===== config.mk =====
export PLATFORM = sky130hd
export DESIGN_NAME = univ_shift_reg
export DESIGN_NICKNAME = d
export VERILOG_FILES = /design/src/rtl/univ_shift_reg.sv
export SDC_FILE = /design/constraint.sdc
export NUM_CORES = 1
export LEC_CHECK = 0
export BUFFER_PORTS_ARGS = -buffer_cell sky130_fd_sc_hd__buf_2
export CORE_MARGIN = 4
export CORE_UTILIZATION = 50
export CTS_BUF_LIST = sky130_fd_sc_hd__clkbuf_4
export DETAILED_ROUTE_END_ITERATION = 10
export PLACE_DENSITY_LB_ADDON = 0.15
export SLEW_MARGIN = 40
export SYNTH_ARGS = -nofsm -noshare
export SYNTH_HDL_FRONTEND = slang
export SYNTH_SLANG_ARGS = --single-unit

===== constraint.sdc =====
create_clock -name clk -period 1.65 [get_ports clk]
set_input_delay 0.165 -clock clk [delete_from_list [all_inputs] [get_ports clk]]
set_output_delay 0.165 -clock clk [all_outputs]
set_load 0.03 [all_outputs]

===== src/rtl/univ_shift_reg.sv =====
// Parametrised universal shift register with eight modes: hold, shift, load, rotate, clear and invert.
// The true and complement outputs both come from one register bank, so they always agree.
module univ_shift_reg #(
    parameter int               WIDTH     = 8,
    parameter logic [WIDTH-1:0] RESET_VAL = {WIDTH{1'b0}}
) (
    input  logic             clk,
    input  logic             rst,
    input  logic             en,
    input  logic [2:0]       mode,
    input  logic [WIDTH-1:0] d,
    input  logic             sin_r,
    input  logic             sin_l,
    output logic [WIDTH-1:0] q,
    output logic [WIDTH-1:0] q_b,
    output logic             sout,
    output logic             busy
);

    localparam logic [2:0] MODE_HOLD  = 3'b000;
    localparam logic [2:0] MODE_SHR   = 3'b001;
    localparam logic [2:0] MODE_SHL   = 3'b010;
    localparam logic [2:0] MODE_LOAD  = 3'b011;
    localparam logic [2:0] MODE_ROR   = 3'b100;
    localparam logic [2:0] MODE_ROL   = 3'b101;
    localparam logic [2:0] MODE_CLEAR = 3'b110;
    localparam logic [2:0] MODE_INV   = 3'b111;

    logic [WIDTH-1:0] q_reg, q_next;
    logic             sout_reg, sout_next;
    logic             busy_reg, busy_next;

    // Each mode reads only the inputs it needs, so X on an unused d/sin_* cannot leak into q.
    always_comb begin
        q_next    = q_reg;
        sout_next = sout_reg;
        busy_next = 1'b0;
        if (en) begin
            busy_next = (mode != MODE_HOLD);
            case (mode)
                MODE_HOLD: begin
                    q_next = q_reg;
                end
                MODE_SHR: begin
                    q_next    = {sin_r, q_reg[WIDTH-1:1]};
                    sout_next = q_reg[0];
                end
                MODE_SHL: begin
                    q_next    = {q_reg[WIDTH-2:0], sin_l};
                    sout_next = q_reg[WIDTH-1];
                end
                MODE_LOAD: begin
                    q_next = d;
                end
                MODE_ROR: begin
                    q_next    = {q_reg[0], q_reg[WIDTH-1:1]};
                    sout_next = q_reg[0];
                end
                MODE_ROL: begin
                    q_next    = {q_reg[WIDTH-2:0], q_reg[WIDTH-1]};
                    sout_next = q_reg[WIDTH-1];
                end
                MODE_CLEAR: begin
                    q_next    = '0;
                    sout_next = 1'b0;
                end
                MODE_INV: begin
                    q_next = ~q_reg;
                end
                default: begin
                    q_next = q_reg;
                end
            endcase
        end
    end

    always_ff @(posedge clk) begin
        if (rst) begin
            q_reg    <= RESET_VAL;
            sout_reg <= 1'b0;
            busy_reg <= 1'b0;
        end else begin
            q_reg    <= q_next;
            sout_reg <= sout_next;
            busy_reg <= busy_next;
        end
    end

    assign q    = q_reg;
    assign sout = sout_reg;
    assign busy = busy_reg;

    generate
        for (genvar gi = 0; gi < WIDTH; gi++) begin : g_qb
            assign q_b[gi] = ~q_reg[gi];
        end
    endgenerate

endmodule


# Yosys cells after proc, flatten, opt, wreduce, memory -nomap -nowiden
# Index checks and enable logic that the tools add are counted.
# totals
reg_bits	10
output_inout_bits	18
word_cells	31
in_bits	16
# op_classes
n_reduce_logical	8
n_eq_ne	7
muxes	2
bitwise	11
# op_table
cell	n
$pmux 8 s7	1
$eq 3x3->1 const B	4
$not 1->1	10
$not 8->8	1
$eq 3x2->1 const B	2
$reduce_bool 3->1	2
$reduce_or 2->1	3
$reduce_and 2->1	2
$eq 3x1->1 const B	1
$logic_not 3->1	1
$pmux 1 s3	1

# Depth between registers and ports, before layout
# Gate-level depths: netlist of run 1.
# logic_depth
depth_word	4
depth_mapped	5
mapped_depth_nobuf	3

# Worst setup path before layout of run 1
# OpenSTA, ideal clock, no wires.
# synth_timing
path_type	reg-to-reg
startpoint	register q_reg[0], in the netlist q[0]
endpoint	register sout_reg, in the netlist sout
path_stages_with_launch	4
arrival_ns	1.168
slack_ns	0.356
t_required_ns	1.524
cell_sequence	dfxtp_1 -> or4b_1 -> o211ai_1 -> a221oi_2
# synth_via
elab_chain_cells	1
# synth_lines
item	line	source
from (decl)	29	logic [WIDTH-1:0] q_reg, q_next;
from (signal assigned)	83	q_reg <= q_next;
$pmux 1 s3	40	case (mode)
to (signal assigned)	84	sout_reg <= sout_next;
to (decl)	30	logic sout_reg, sout_next;
# Every way passes these cells.
# A chain may end at the register's enable or synchronous reset.

# Worst setup path in the final report of run 1
# layout_timing
startpoint	register q_reg[7], in the netlist q[7]
endpoint	output q_b[7]
# layout_via
elab_chain_cells	1
# layout_lines
item	line	source
$not 1->1	95	assign q_b[gi] = ~q_reg[gi];
to (decl)	15	output logic [WIDTH-1:0] q_b,
# Every way passes these cells.

==> reports/qor.csv, run 1 <==
stage;metric;value;unit
status;status;finished, final reports clean;
global_route;grt.met3_usage;4.52;%
global_route;gr-usage-all-layers;19.5;%
sta;fin_setup_tns;0;ns
worst_setup_path;critPathRequiredTime;1.48;ns
detailed_routing;vias;930;
sta;max_freq;856;MHz
yosys;synthesis.nets;124;
placement;hpwlAfterDp;1600;um
pwr;peak_supply_drop;0.461;mV
sta;final.min_clock_period;1.17;ns
finish;antenna_cells;0;
clock_tree;cts_hold_buffers;0;
placement;io_buffer_count;33;
clock_tree;postCtsResizedCells;0;
sta;fin_worst_skew;0.00237;ns
sta;worst_slew_margin_rel;65.1;%
die;floorplan.io_pins;34;
yosys;synth_cells;108;
die;die_h;49.5;um
sta;slew_at_the_pin_closest_to_its_max_slew_limit;0.523;ns
global_route;via_count_of_the_first_global_routing_pass;816;
yosys;synth-edff-count;0;
worst_setup_path;reg2reg_depth;3;
global_route;grtUsageMet2;30.4;%
pwr;power.leakage;0.425;nW
clock_tree;clockRootBuffer;sky130_fd_sc_hd__clkbuf_4;
detailed_routing;wl_per_cell;14.8;um
sta;timing.hold.ws;0.236;ns
pwr;powerDensity;720;mW/mm2
yosys;synth_async_sr_flop_share;0;%
clock_tree;tritoncts;yes;
pwr;pwr-share-seq;38.9;%
pwr;power.switching;0.283;mW
yosys;synth_top_cells_by_area;sky130_fd_sc_hd__dfxtp_1, sky130_fd_sc_hd__nor2b_1, sky130_fd_sc_hd__o21ai_0, sky130_fd_sc_hd__buf_6, sky130_fd_sc_hd__a21boi_0;
detailed_routing;post_dr_vias_cell;6.08;
sta;report.final.hold_viol_count;0;
yosys;seq_area_frac_synth;23.3;%
clock_tree;cts_made_buffers;3;
worst_setup_path;path_class;reg2out;
pwr;power_frac_comb;36.8;%
finish;drive_above_1_share;29.9;%
sta;timing.final.setup_violations;0;
yosys;yosys.cell_count.top_type;sky130_fd_sc_hd__nor2b_1;
global_route;grt_pass1_wl;3770;um
global_route;initial_antenna_violation_count;0;
global_route;pin_count_of_the_biggest_net_entering_global_routing;32;
worst_setup_path;crit_path_capture_type;output port;
pwr;power.switching_fraction;38.9;%
yosys;yosys.cell_types.count;36;
die;row_count;14;
yosys;yosysTopAreaCellShare;23.3;%
worst_setup_path;worst_ep_arrival_time;1.00;ns
detailed_routing;dr.pass1.iters;4;
global_route;grt-busiest-layer;met2;
run;drv_cap;0;
die;core;0.00156;mm2
finish;syn_to_final_growth;17.3;%
yosys;ys_dominant_reg_cell;sky130_fd_sc_hd__dfxtp_1;
clock_tree;clk_latency;0.26;ns
worst_setup_path;startpoint_type;flip-flop;
clock_tree;clk_pin_slew;0.07;ns
detailed_routing;detail_route.wirelength;2260;um
die;start_util;55.2;%
global_route;globalRouteMet1Util;26.7;%
detailed_routing;drtIter0Drc;27;
yosys;synth.avg_cell_area;7.97;um2
finish;largest_reg_flops;8;
worst_setup_path;critPathMaxFanout;7;
global_route;grt-ovfl-total;0;
detailed_routing;route.detailed.drc;0;
clock_tree;cts.htree.levels;1;
sta;final_max_slew_viol_count;0;
detailed_routing;detail-route-antenna-nets;0;
pwr;power.internal;0.444;mW
yosys;area_leader_netlist;sky130_fd_sc_hd__dfxtp_1;
yosys;post_synth_most_frequent_cells;sky130_fd_sc_hd__nor2b_1, sky130_fd_sc_hd__o21ai_0, sky130_fd_sc_hd__dfxtp_1, sky130_fd_sc_hd__inv_1, sky130_fd_sc_hd__nor2_1;
sta;finalCritPeriodShare;70.8;%
finish;count_of_nets_after_finishing;154;
clock_tree;post_cts_buffers;0;
yosys;postSynthRegisterBits;10;
pwr;p_clk_share;24.3;%
die;die_w;49.5;um
worst_hold_path;worstHoldPathCells;2;
yosys;mappedNetlistArea;861;um2
clock_tree;cts_sinks;10;
die;die-area;0.00245;mm2
sta;rsz_0062_raised_after_global_routing;false;
placement;gp_congestion;0.848;
worst_hold_path;hold_path_class;in2reg;
yosys;yosysWarnings;0;
clock_tree;cts.path.max_buffers;2;
[path summary, 6_finish.rpt]
path	start	to	slack (ns)
worst max-delay path	q[7]	q_b[7]	0.48
worst min-delay path	rst	q[6]	0.24
worst max register to register	q[0]	sout	0.50
worst min register to register	q[5]	q[4]	0.57
[through the flow]
stage	cells	power [mW]	util, %	worst slack, ns	cell area [um2]
floorplan	108	0.486	-	0.356	861
global placement	149	0.552	63.1	0.337	983
detailed placement	149	0.556	63.1	0.267	983
CTS	153	0.734	64.8	0.472	1010
global route	153	0.782	64.8	0.419	1010
finish	153	0.727	64.8	0.482	1010
[power by group through the flow]
| stage | logic [mW] | registers, mW | clock network, mW |
|---|---|---|---|
| 6_report | 0.268 | 0.283 | 0.177 |
| 3_3_place_gp | 0.264 | 0.288 | 0 |
| 2_1_floorplan | 0.163 | 0.324 | 0 |
| 5_1_grt | 0.291 | 0.287 | 0.204 |
| 3_5_place_dp | 0.267 | 0.289 | 0 |
| 4_1_cts | 0.268 | 0.283 | 0.183 |
[final cells by class]
type                            count  area [um2]
Clock buffer                        3        22.5
Multi-Input combinational cell     79         553
Clock inverter                      1        3.75
Tap cell                           16        20.0
Timing Repair Buffer               34         173
Sequential cell                    10         200
Inverter                           10        37.5
Fill cell                         148         549
[cells by family after synthesis]
family / share of synthesized area (%)
DFF: 23.3
xor gates and xnor gates: 1.02
AOI/OAI and AO/OA: 38.7
and+or+nand+nor: 24.6
buffers and inverters: 12.5
[per-layer routing]
| layer | vias up | wire length (um) |
|---|---|---|
| li1 | 452 | - |
| met1 | 421 | 965 |
| met2 | 51 | 1040 |
| met3 | 6 | 214 |
| met4 | 0 | 38 |
| met5 | - | 0 |
[layout by cell type (no fill, tap or decap), types with 2 or more instances in the layout]
cell type	n
sky130_fd_sc_hd__a21boi_0	5
sky130_fd_sc_hd__a21o_1	4
sky130_fd_sc_hd__a311oi_1	4
sky130_fd_sc_hd__a41oi_1	4
sky130_fd_sc_hd__buf_2	33
sky130_fd_sc_hd__clkbuf_4	3
sky130_fd_sc_hd__dfxtp_1	10
sky130_fd_sc_hd__inv_1	10
sky130_fd_sc_hd__nand2_1	4
sky130_fd_sc_hd__nand2b_1	2
sky130_fd_sc_hd__nand3b_1	2
sky130_fd_sc_hd__nor2_1	6
sky130_fd_sc_hd__nor2b_1	14
sky130_fd_sc_hd__o21ai_0	12
sky130_fd_sc_hd__o221ai_1	3
[critical path: stages, from the launching register on]
cell and delay (ns):
sky130_fd_sc_hd__dfxtp_1 0.47, sky130_fd_sc_hd__inv_1 0.08, sky130_fd_sc_hd__buf_2 0.19
No activity file was read; power rests on OpenSTA's default activity.
==> inputs of run 2 (changes only) <==
==> constraint.sdc (replaced) <==
create_clock -name clk -period 1.1 [get_ports clk]
set_input_delay 0.11 -clock clk [delete_from_list [all_inputs] [get_ports clk]]
set_output_delay 0.11 -clock clk [all_outputs]
set_load 0.03 [all_outputs]
==> reports/qor.csv, run 2 (same netlist as run 1, synthesis figures left out) <==
stage;metric;value;unit;change
clock_tree;cts_sinks;10;;unchanged
clock_tree;clk_pin_slew;0.08;ns;was 0.07 ns
detailed_routing;vias;984;;was 930
global_route;grt-ovfl-total;0;;unchanged
finish;count_of_nets_after_finishing;168;;was 154
placement;gp_congestion;0.842;;was 0.848
global_route;pin_count_of_the_biggest_net_entering_global_routing;13;;was 32
sta;max_freq;887;MHz;
status;status;finished with violations;;was finished, final reports clean
worst_hold_path;hold-path-endpoint;q[0];;was q[6]
global_route;gr-usage-all-layers;22.3;%;was 19.5%
detailed_routing;route.detailed.drc;0;;unchanged
worst_setup_path;cp.buffers_inverters;0;;was 2
detailed_routing;wl_per_cell;14.9;um;was 14.8 um
pwr;peak_supply_drop;0.586;mV;was 0.461 mV
worst_setup_path;timing.critical_path.slowest_cell_delay;0.47;ns;about the same
finish;fillerInstances;125;;was 148
worst_setup_path;cpMaxStageDelayCell;sky130_fd_sc_hd__or4b_1;;was sky130_fd_sc_hd__dfxtp_1
sta;fin_worst_skew;0.00421;ns;was 0.00237 ns
clock_tree;tritoncts;yes;;unchanged
run;drv_cap;0;;unchanged
worst_setup_path;crit_path_capture_type;flip-flop;;was output port
die;floorplan.io_pins;34;;unchanged
worst_setup_path;worstReg2RegEnd;sout;;unchanged
worst_setup_path;critical_path.top_delay_family;simple AND/OR/NAND/NOR gates;;was flip-flops
worst_hold_path;worstHoldPathCells;3;;was 2
worst_setup_path;critPathMaxFanout;2;;was 7
clock_tree;cts_made_buffers;3;;unchanged
placement;hpwlAfterDp;1910;um;was 1600 um
die;core;0.00156;mm2;unchanged
die;start_util;55.2;%;unchanged
sta;report.final.hold_viol_count;0;;unchanged
clock_tree;clk_latency;0.27;ns;was 0.26 ns
detailed_routing;drtIter0Drc;61;;was 27
sta;rsz_0062_raised_after_global_routing;true;;was false
clock_tree;cts_hold_buffers;0;;unchanged
worst_setup_path;critPathRequiredTime;1.25;ns;was 1.48 ns
worst_setup_path;path_class;reg2reg;;was reg2out
global_route;via_count_of_the_first_global_routing_pass;943;;was 816
finish;syn_to_final_growth;33.0;%;was 17.3%
placement;io_buffer_count;33;;unchanged
clock_tree;cts.path.max_buffers;2;;unchanged
die;row_count;14;;unchanged
pwr;power.leakage;0.504;nW;was 0.425 nW
sta;timing.hold.ws;0.187;ns;was 0.236 ns
detailed_routing;detail-route-antenna-nets;0;;unchanged
finish;drive_above_1_share;43.0;%;was 29.9%
sta;final.setup.worst_slack;-0.0279;ns;was 0.482 ns
detailed_routing;detail_route.wirelength;2490;um;was 2260 um
die;die_w;49.5;um;unchanged
sta;finalCritPeriodShare;103;%;
global_route;grt_pass1_wl;4320;um;was 3770 um
die;die-area;0.00245;mm2;unchanged
detailed_routing;dr.pass1.iters;4;;unchanged
sta;timing.final.setup_violations;1;;was 0
finish;stdcell_count;167;;was 153
worst_setup_path;critical_path.cell_chain;or4b_1 > o211ai_1 > a221oi_2;;was inv_1 > buf_2
finish;layout_commonest_cell;sky130_fd_sc_hd__buf_2;;unchanged
worst_setup_path;reg2reg_depth;3;;unchanged
worst_setup_path;worst-r2r-setup-slack;-0.03;ns;was 0.50 ns
finish;largest_reg_flops;8;;unchanged
clock_tree;clockRootBuffer;sky130_fd_sc_hd__clkbuf_4;;unchanged
die;die_h;49.5;um;unchanged
clock_tree;cts.htree.levels;1;;unchanged
global_route;initial_antenna_violation_count;0;;unchanged
worst_hold_path;hold_path_startpoint;sin_l;;was rst
sta;final_max_slew_viol_count;0;;unchanged
sta;final.min_clock_period;1.13;ns;
sta;fin_setup_tns;-0.0279;ns;was 0 ns
worst_hold_path;hold_path_class;in2reg;;unchanged
worst_setup_path;worst_ep_arrival_time;1.28;ns;was 1.00 ns
finish;antenna_cells;0;;unchanged
finish;final_cell_mix;sky130_fd_sc_hd__buf_2, sky130_fd_sc_hd__buf_4, sky130_fd_sc_hd__nor2b_1, sky130_fd_sc_hd__o21ai_0;;was sky130_fd_sc_hd__buf_2, sky130_fd_sc_hd__nor2b_1, sky130_fd_sc_hd__o21ai_0, sky130_fd_sc_hd__inv_1, sky130_fd_sc_hd__dfxtp_1
detailed_routing;post_dr_vias_cell;5.89;;was 6.08
worst_setup_path;worst_r2r_startpoint;q[0];;unchanged
pwr;powerDensity;1030;mW/mm2;was 720 mW/mm2
sta;worst_slew_margin_rel;81.1;%;was 65.1%
status;violations;negative setup slack;;
sta;slew_at_the_pin_closest_to_its_max_slew_limit;0.283;ns;was 0.523 ns
worst_setup_path;startpoint_type;flip-flop;;unchanged
placement;placed_cell_count;163;;was 149
==> run 2: changes by cell type in the layout (fill, tap and decap cells not counted) <==
cell,previous run,this run
sky130_fd_sc_hd__inv_1,10,7
sky130_fd_sc_hd__dfxtp_2,0,7
sky130_fd_sc_hd__buf_4,1,15
sky130_fd_sc_hd__buf_6,0,3
sky130_fd_sc_hd__dfxtp_1,10,3
sky130_fd_sc_hd__buf_2,33,29
sky130_fd_sc_hd__clkbuf_4,3,4
sky130_fd_sc_hd__inv_2,0,3
==> run 2: worst min-delay path, delay by kind of cell <==
kind | cells | cell delay [ns]
AO/OA/AOI/OAI | 2 | 0.23
buffers and inverters | 1 | 0.08
==> run 2: area by class of cell <==
type / count / area, um2 / share of cell area (%)
Timing Repair Buffer: 48 / 299 / 26.1
Tap cell: 16 / 20.0 / 1.75
Sequential cell: 10 / 209 / 18.3
Inverter: 10 / 37.5 / 3.28
Clock inverter: 1 / 3.75 / 0.328
Multi-Input combinational cell: 79 / 553 / 48.3
Clock buffer: 3 / 22.5 / 1.97
==> run 2: worst max-delay path by stage <==
stage	startpoint	end	slack, ns	depth (start not counted)
after global routing	q[0]	sout	-0.07	3
final	q[0]	sout	-0.03	3
after CTS	q[0]	sout	-0.03	3
after detailed placement	mode[2]	q[3]	-0.15	5
after floorplan	q[0]	sout	-0.12	3
after global placement	q[0]	sout	-0.07	3
==> run 2: where the power goes <==
| group | leakage [nW] | internal, mW | switching (mW) |
|---|---|---|---|
| combinational | 0.404 | 0.192 | 0.276 |
| clock | 0.0154 | 0.131 | 0.151 |
| sequential | 0.0851 | 0.395 | 0.0314 |
| total | 0.504 | 0.718 | 0.458 |
==> run 2: what timing repair did <==
| action | in CTS | in global routing |
|---|---|---|
| endpoints found under the setup margin | 4 | 9 |
| pin swaps | 3 | 0 |
| gates resized for setup | 3 | 9 |
| buffers inserted | 0 | 0 |
==> run 2: per-stage QoR <==
stage | total power [mW] | area, um2 | setup slack [ns] | util, %
after floorplan | 0.733 | 867 | -0.118 | -
after global placement | 0.874 | 1090 | -0.0719 | 70.2
after detailed placement | 0.883 | 1090 | -0.154 | 70.2
after CTS | 1.16 | 1130 | -0.0327 | 72.4
after global routing | 1.24 | 1140 | -0.0732 | 73.4
final | 1.18 | 1140 | -0.0279 | 73.4
==> run 2: routing by layer <==
layer	share of wire, %	routed length (um)	up-vias	global-route usage (%)
met5	0	0	-	0
met4	1.1	27	0	9.22
met3	8.1	201	4	5.12
met2	45	1120	46	33.9
met1	46	1150	456	30.2
li1	-	-	478	-
